File: config.mk
export PLATFORM = sky130hd
export DESIGN_NAME = inst_fetch
export DESIGN_NICKNAME = d
export VERILOG_FILES = /design/src/rtl/inst_fetch_pkg.sv /design/src/rtl/inst_fetch_fifo.sv /design/src/rtl/inst_fetch.sv
export SDC_FILE = /design/constraint.sdc
export NUM_CORES = 1
export LEC_CHECK = 0
export BUFFER_PORTS_ARGS = -buffer_cell sky130_fd_sc_hd__buf_2
export CAP_MARGIN = 40
export CELL_PAD_IN_SITES_DETAIL_PLACEMENT = 1
export CELL_PAD_IN_SITES_GLOBAL_PLACEMENT = 1
export CORE_AREA = 8 8 109 111
export CTS_CLUSTER_SIZE = 14
export DETAILED_ROUTE_END_ITERATION = 6
export DIE_AREA = 0 0 117 119
export GPL_ROUTABILITY_DRIVEN = 0
export PLACE_DENSITY_LB_ADDON = 0.1
export SYNTH_ARGS = -nofsm -noshare
export SYNTH_HDL_FRONTEND = slang
export SYNTH_SLANG_ARGS = --single-unit
File: constraint.sdc
create_clock -name i_clk -period 7.7 [get_ports i_clk]
set_input_delay 1.54 -clock i_clk [delete_from_list [all_inputs] [get_ports i_clk]]
set_output_delay 1.54 -clock i_clk [all_outputs]
set_load 0.02 [all_outputs]
File: src/rtl/inst_fetch_pkg.sv
// -----------------------------------------------------------------------------
// inst_fetch_pkg
// Shared definitions for the fetch stage, the decoder and the control stage:
// datapath widths, the default reset PC, the control-transfer opcodes and the
// {pc, inst} entry carried through the prefetch buffer.
// -----------------------------------------------------------------------------
package inst_fetch_pkg;

  localparam int XLEN    = 16;
  localparam int INST_W  = 16;
  localparam int ENTRY_W = XLEN + INST_W;

  localparam logic [XLEN-1:0] RESET_PC_DEF = 16'h0000;

  // Control-transfer opcodes (instruction bits [15:12]); the fetch stage only
  // sees their targets through the redirect port.
  localparam logic [3:0] OP_BR   = 4'b1100;
  localparam logic [3:0] OP_JMP  = 4'b1101;
  localparam logic [3:0] OP_CALL = 4'b1110;
  localparam logic [3:0] OP_RET  = 4'b1111;

  // One prefetch buffer entry: the fetched word and the address it came from.
  typedef struct packed {
    logic [XLEN-1:0]   pc;
    logic [INST_W-1:0] inst;
  } fetch_entry_t;

  // Sequential PC advance; wraps 16'hFFFF -> 16'h0000 naturally.
  function automatic logic [XLEN-1:0] pc_inc(input logic [XLEN-1:0] pc);
    return pc + 16'h0001;
  endfunction

endpackage

File: src/rtl/inst_fetch_fifo.sv
// -----------------------------------------------------------------------------
// fetch_fifo
// Synchronous FIFO holding {pc, inst} entries between instruction memory and
// the decoder. A flush empties it in one cycle and overrides push/pop.
//
// Ports
//   i_clk, i_rst  clock, asynchronous active-high reset
//   i_flush       discard every entry (pointers and count return to zero)
//   i_push        write i_wdata at the tail (ignored when no slot is free)
//   i_wdata       entry to write
//   i_pop         drop the head entry (ignored when empty)
//   o_rdata       head entry (storage read directly, no combinational bypass)
//   o_count       number of valid entries, 0..DEPTH
// -----------------------------------------------------------------------------
module fetch_fifo
  import inst_fetch_pkg::*;
#(
  parameter int DEPTH = 2,
  parameter int W     = ENTRY_W
) (
  input  logic                     i_clk,
  input  logic                     i_rst,
  input  logic                     i_flush,
  input  logic                     i_push,
  input  logic [W-1:0]             i_wdata,
  input  logic                     i_pop,
  output logic [W-1:0]             o_rdata,
  output logic [$clog2(DEPTH):0]   o_count
);

  localparam int AW = $clog2(DEPTH);
  localparam int CW = AW + 1;
  localparam logic [CW-1:0] DEPTH_C = CW'(DEPTH);

  logic [W-1:0]  r_mem [DEPTH];
  logic [AW-1:0] r_wr_ptr;
  logic [AW-1:0] r_rd_ptr;
  logic [CW-1:0] r_count;

  logic          w_pop_ok;
  logic          w_push_ok;

  // Qualify push/pop against occupancy; a push into a full FIFO is allowed
  // only when the head leaves in the same cycle.
  always_comb begin
    w_pop_ok  = i_pop & (r_count != {CW{1'b0}});
    w_push_ok = i_push & ((r_count != DEPTH_C) | w_pop_ok);
  end

  // Storage, pointers and occupancy.
  always_ff @(posedge i_clk or posedge i_rst) begin
    if (i_rst) begin
      for (int i = 0; i < DEPTH; i++) begin
        r_mem[i] <= {W{1'b0}};
      end
      r_wr_ptr <= {AW{1'b0}};
      r_rd_ptr <= {AW{1'b0}};
      r_count  <= {CW{1'b0}};
    end else if (i_flush) begin
      r_wr_ptr <= {AW{1'b0}};
      r_rd_ptr <= {AW{1'b0}};
      r_count  <= {CW{1'b0}};
    end else begin
      if (w_push_ok) begin
        r_mem[r_wr_ptr] <= i_wdata;
        r_wr_ptr        <= r_wr_ptr + AW'(1'b1);
      end
      if (w_pop_ok) begin
        r_rd_ptr <= r_rd_ptr + AW'(1'b1);
      end
      r_count <= r_count + {{(CW-1){1'b0}}, w_push_ok} - {{(CW-1){1'b0}}, w_pop_ok};
    end
  end

  assign o_rdata = r_mem[r_rd_ptr];
  assign o_count = r_count;

endmodule

File: src/rtl/inst_fetch.sv
// -----------------------------------------------------------------------------
// inst_fetch
// Instruction fetch stage. Owns the program counter, issues one word read at
// a time to instruction memory (req/gnt then in-order rvalid), buffers the
// returned words with their addresses and hands them to decode over a
// valid/ready handshake. A redirect reloads the PC, flushes the buffer and
// marks any in-flight response for discard.
//
// Ports
//   i_clk, i_rst       clock, asynchronous active-high reset
//   i_fetch_en         0 stops new requests (in-flight response still taken)
//   i_redirect_valid   one-cycle pulse: load PC from i_redirect_pc
//   i_redirect_pc      new fetch address (word address)
//   o_imem_req         read request to instruction memory
//   o_imem_addr        request address (the current PC)
//   i_imem_gnt         request accepted this cycle
//   i_imem_rvalid      read data valid (in order, >= 1 cycle after grant)
//   i_imem_rdata       instruction word
//   o_inst_valid       buffer head valid
//   i_inst_ready       decode takes the head this cycle
//   o_inst, o_inst_pc  head instruction and its address
// -----------------------------------------------------------------------------
module inst_fetch
  import inst_fetch_pkg::*;
#(
  parameter logic [XLEN-1:0] RESET_PC   = RESET_PC_DEF,
  parameter int              FIFO_DEPTH = 2
) (
  input  logic              i_clk,
  input  logic              i_rst,
  input  logic              i_fetch_en,
  input  logic              i_redirect_valid,
  input  logic [XLEN-1:0]   i_redirect_pc,
  output logic              o_imem_req,
  output logic [XLEN-1:0]   o_imem_addr,
  input  logic              i_imem_gnt,
  input  logic              i_imem_rvalid,
  input  logic [INST_W-1:0] i_imem_rdata,
  output logic              o_inst_valid,
  input  logic              i_inst_ready,
  output logic [INST_W-1:0] o_inst,
  output logic [XLEN-1:0]   o_inst_pc
);

  localparam int CW = $clog2(FIFO_DEPTH) + 1;
  localparam logic [CW-1:0] DEPTH_C = CW'(FIFO_DEPTH);

  // Fetch control state.
  logic [XLEN-1:0] r_pc;           // next address to request
  logic [XLEN-1:0] r_tag;          // address of the request in flight
  logic            r_outstanding;  // one request granted, response pending
  logic            r_discard;      // pending response belongs to a stale path

  logic            w_rsp;
  logic            w_push;
  logic            w_pop;
  logic            w_inst_valid;
  logic            w_req;
  logic            w_grant;
  logic [CW-1:0]   w_count;
  logic [CW-1:0]   w_count_next;
  fetch_entry_t    w_push_entry;
  fetch_entry_t    w_head;

  // Request/credit logic. A response is only meaningful while a request is
  // outstanding, so a stray rvalid (e.g. one that straddled a reset) is
  // ignored. The occupancy after this cycle's push/pop must leave a free slot
  // for the response of any request issued now.
  always_comb begin
    w_inst_valid = (w_count != {CW{1'b0}});
    w_rsp        = i_imem_rvalid & r_outstanding;
    w_push       = w_rsp & ~r_discard & ~i_redirect_valid;
    w_pop        = w_inst_valid & i_inst_ready & ~i_redirect_valid;
    w_count_next = w_count + {{(CW-1){1'b0}}, w_push} - {{(CW-1){1'b0}}, w_pop};
    w_req        = ~i_rst & i_fetch_en & ~i_redirect_valid
                 & (~r_outstanding | w_rsp)
                 & (w_count_next < DEPTH_C);
    w_grant      = w_req & i_imem_gnt;
    w_push_entry = '{pc: r_tag, inst: i_imem_rdata};
  end

  // PC, in-flight tag, outstanding and discard tracking.
  always_ff @(posedge i_clk or posedge i_rst) begin
    if (i_rst) begin
      r_pc          <= RESET_PC;
      r_tag         <= {XLEN{1'b0}};
      r_outstanding <= 1'b0;
      r_discard     <= 1'b0;
    end else begin
      if (i_redirect_valid) begin
        r_pc <= i_redirect_pc;
      end else if (w_grant) begin
        r_pc <= pc_inc(r_pc);
      end

      if (w_grant) begin
        r_tag <= r_pc;
      end

      // A grant in the same cycle as a response keeps the pipe full.
      if (w_grant) begin
        r_outstanding <= 1'b1;
      end else if (w_rsp) begin
        r_outstanding <= 1'b0;
      end

      // The response already on the bus in a redirect cycle is dropped via
      // w_push; only a response still to come needs the discard flag. Later
      // redirects leave the flag set until that single response arrives.
      if (i_redirect_valid && r_outstanding && !w_rsp) begin
        r_discard <= 1'b1;
      end else if (w_rsp) begin
        r_discard <= 1'b0;
      end
    end
  end

  fetch_fifo #(
    .DEPTH (FIFO_DEPTH),
    .W     (ENTRY_W)
  ) u_fifo (
    .i_clk   (i_clk),
    .i_rst   (i_rst),
    .i_flush (i_redirect_valid),
    .i_push  (w_push),
    .i_wdata (w_push_entry),
    .i_pop   (w_pop),
    .o_rdata (w_head),
    .o_count (w_count)
  );

  assign o_imem_req   = w_req;
  assign o_imem_addr  = r_pc;
  assign o_inst_valid = w_inst_valid;
  assign o_inst       = w_head.inst;
  assign o_inst_pc    = w_head.pc;

endmodule

==> run summary <==
drt drc - 0
total grt overflow - 0
Min-Delay Path Class - reg -> reg
complex-gate fraction of the synthesized area - 6.85%
Area Overhead vs Synth - 16.5%
syn_area_per_cell - 12.2 um^2
# rows - 37
largest family of logic cells by synthesized area - multiplexers
number of global-route vias before repair - 3730
routed len/inst - 18.6 um
TNS Setup - 0 ns
final std cells w/o fill - 608
Slew Viols, Final - 0
CTS Buf Count - 9
CTS Sinks - 102
Synth async-reset ratio - 100%
sequential-to-total area share from yosys stat - 54.6%
post-synthesis mux area share - 23.1%
most frequent cells in the layout - dfrtp_1 (101), mux2_2 (96), buf_2 (88)
Setup Fix Bufs, Post-CTS - 0
WS Path Type - in -> out
Tcrit/Tclk final - 62.4%
Worst EP arrival - 3.27 ns
maximum vdd drop - 0.0793 mV
Unique masters post-synth - 40
largest net degree at the start of global routing - 69
initial antenna violation count - 0
Starting DRT DRC Count - 89
nets@finish - 510
Worst Clk Skew - 0.00804 ns
Synth Flop Type - dfrtp_1
post-synthesis adder-cell area fraction - 1.07%
Hold Buf Count CTS - 0
Max FO, Critical Path - 29
io pins - 89
Slew HR - 43.2%
Routed Antenna Nets - 0
layout cell share with drive strength beyond 1 - 45.8%
CP endpoint kind - output port
post-synthesis simple-gate area fraction - 9.80%
H-tree Lvls - 3
final WL - 11.3 mm
placed cells - 592
clock tree root buffer cell - clkbuf_8
Die Area - 13900 um^2
fmax - 0.208 GHz
WP data required - 6.16 ns
detailed placer's ending HPWL - 8.02 mm
Synth warnings - 0
fin util - 54.0%
routed vias - 3257
setup ws final - 2.89 ns
leak pwr - 2.76 nW
die span in y - 119 um
clk_lat worst skew - 0.36 ns
overall power - 1.35 mW
clock buffer depth - 2
top-area cell type share of the netlist area - 54.6%
Hold Vio Cnt, Final - 0
n_diodes - 0
DIE WIDTH - 117 um
dpl ws - 2.88 ns
DR vias/cell - 5.36
outcome - completed
core area - 10100 um^2
leading post-synthesis cells by cell area - dfrtp_1 (55%), mux2_2 (23%), nand2_1 (4.2%)
first-pass GRT wire length - 19.1 mm
cells after synthesis - 383
post-layout min period - 4.81 ns
CTS tree - done
Max-cap violations - 0
PostCTS Resize Cnt - 0
port bufs - 88
Power Dens Cells - 247 nW/um^2
cell accounting for the most synthesized area - dfrtp_1
synthesized area - 4670 um^2
Starting Density - 46.3%
Startpoint Class - input pin
syn nets - 426
endpoints failing setup - 0
Post-synth EDFFs - 0
GRT Util Overall - 17.4%
post-synthesis register bit count - 102
RSZ-0062 raised after global routing - no
Worst Tran Pin Value - 0.852 ns
most common cell after layout, fill and taps aside - dfrtp_1
Worst-path clk slew - 0.10 ns
Synth Area in XOR/XNOR - 1.28%
Pre-Repair DR Iteration Count - 4
## path summary, 6_finish.rpt
path                                                  start                          end  slack, ns  cells past startpoint
min in group asynchronous                             i_rst    r_outstanding$_DFFE_PP0P_       1.19                      2
worst max register to register  u_fifo.o_count[1]$_DFF_PP0_  o_imem_addr[14]$_DFFE_PP0P_       4.75                     10
worst max-delay path                       i_redirect_valid                   o_imem_req       2.89                      8
worst min-delay path              r_outstanding$_DFFE_PP0P_        r_discard$_DFFE_PP0P_       0.50                      1
max in group asynchronous                             i_rst  u_fifo.r_rd_ptr$_DFFE_PP0P_       5.23                      3
worst min register to register    r_outstanding$_DFFE_PP0P_        r_discard$_DFFE_PP0P_       0.50                      1
## layer usage
| layer | routed length (um) | track usage (%) | part of all wire (%) |
|---|---|---|---|
| met5 | 0 | 0 | 0 |
| met4 | 150 | 5.28 | 1.3 |
| met3 | 546 | 3.94 | 4.8 |
| met2 | 5710 | 29.8 | 50 |
| met1 | 4900 | 21.1 | 43 |
## state kept, by name, summed over array words and instances (netlist names)
| name | cells |
|---|---|
| o_imem_addr | 16 |
| r_discard | 1 |
| r_outstanding | 1 |
| r_tag | 16 |
| u_fifo.o_count | 2 |
| u_fifo.r_mem | 64 |
| u_fifo.r_rd_ptr | 1 |
| u_fifo.r_wr_ptr | 1 |
## power breakdown
group | leakage, nW | internal (mW) | switching [mW]
sequential | 1.34 | 0.626 | 0.0598
combinational | 1.33 | 0.159 | 0.191
clock | 0.0898 | 0.119 | 0.192
total | 2.76 | 0.904 | 0.442
## Yosys cell counts, drive strengths merged (3+ instances only)
cell type,n
nand2,52
o21ai,12
and3,3
ha,4
nor4,5
buf,14
xnor2,4
a22oi,3
nand3,6
o21bai,4
a21o,4
clkbuf,7
a21oi,9
nor2,11
nand2b,3
dfrtp,102
inv,10
mux2,96
nor3,4
a221o,6
## cell type report
class                      instances  area [um^2]
fill                            1127         4650
sequential                       102         2550
multi-input combinational        250         1980
timing repair buffer              94          531
tap                              136          170
clock buffer                       9          124
clock inverter                     7         48.8
inverter                          10         40.0
## cells by family (layout without fill, tap and decap cells)
family	Yosys count	after routing
muxes	96	96
adders and majority gates	4	4
and+or+nand+nor	98	98
xor gates and xnor gates	6	6
buffers and inverters	31	120
DFF	102	102
AOI/OAI and AO/OA	46	46
## metrics by stage
step                      hold WS [ns]  instance area, um^2
after floorplan                  0.458                 4670
final                            0.501                 5450
after CTS                        0.511                 5450
after global placement           0.479                 5200
after global routing             0.531                 5450
after detailed placement         0.490                 5270
## critical path: stages
cell and delay (ns):
buf_2 0.42, nor2_1 0.09, nand3_1 0.14, ha_1 0.24, nand2b_1 0.17, xnor2_2 0.26, and4_1 0.23, buf_2 0.16
(Power assumes the default switching activity.)
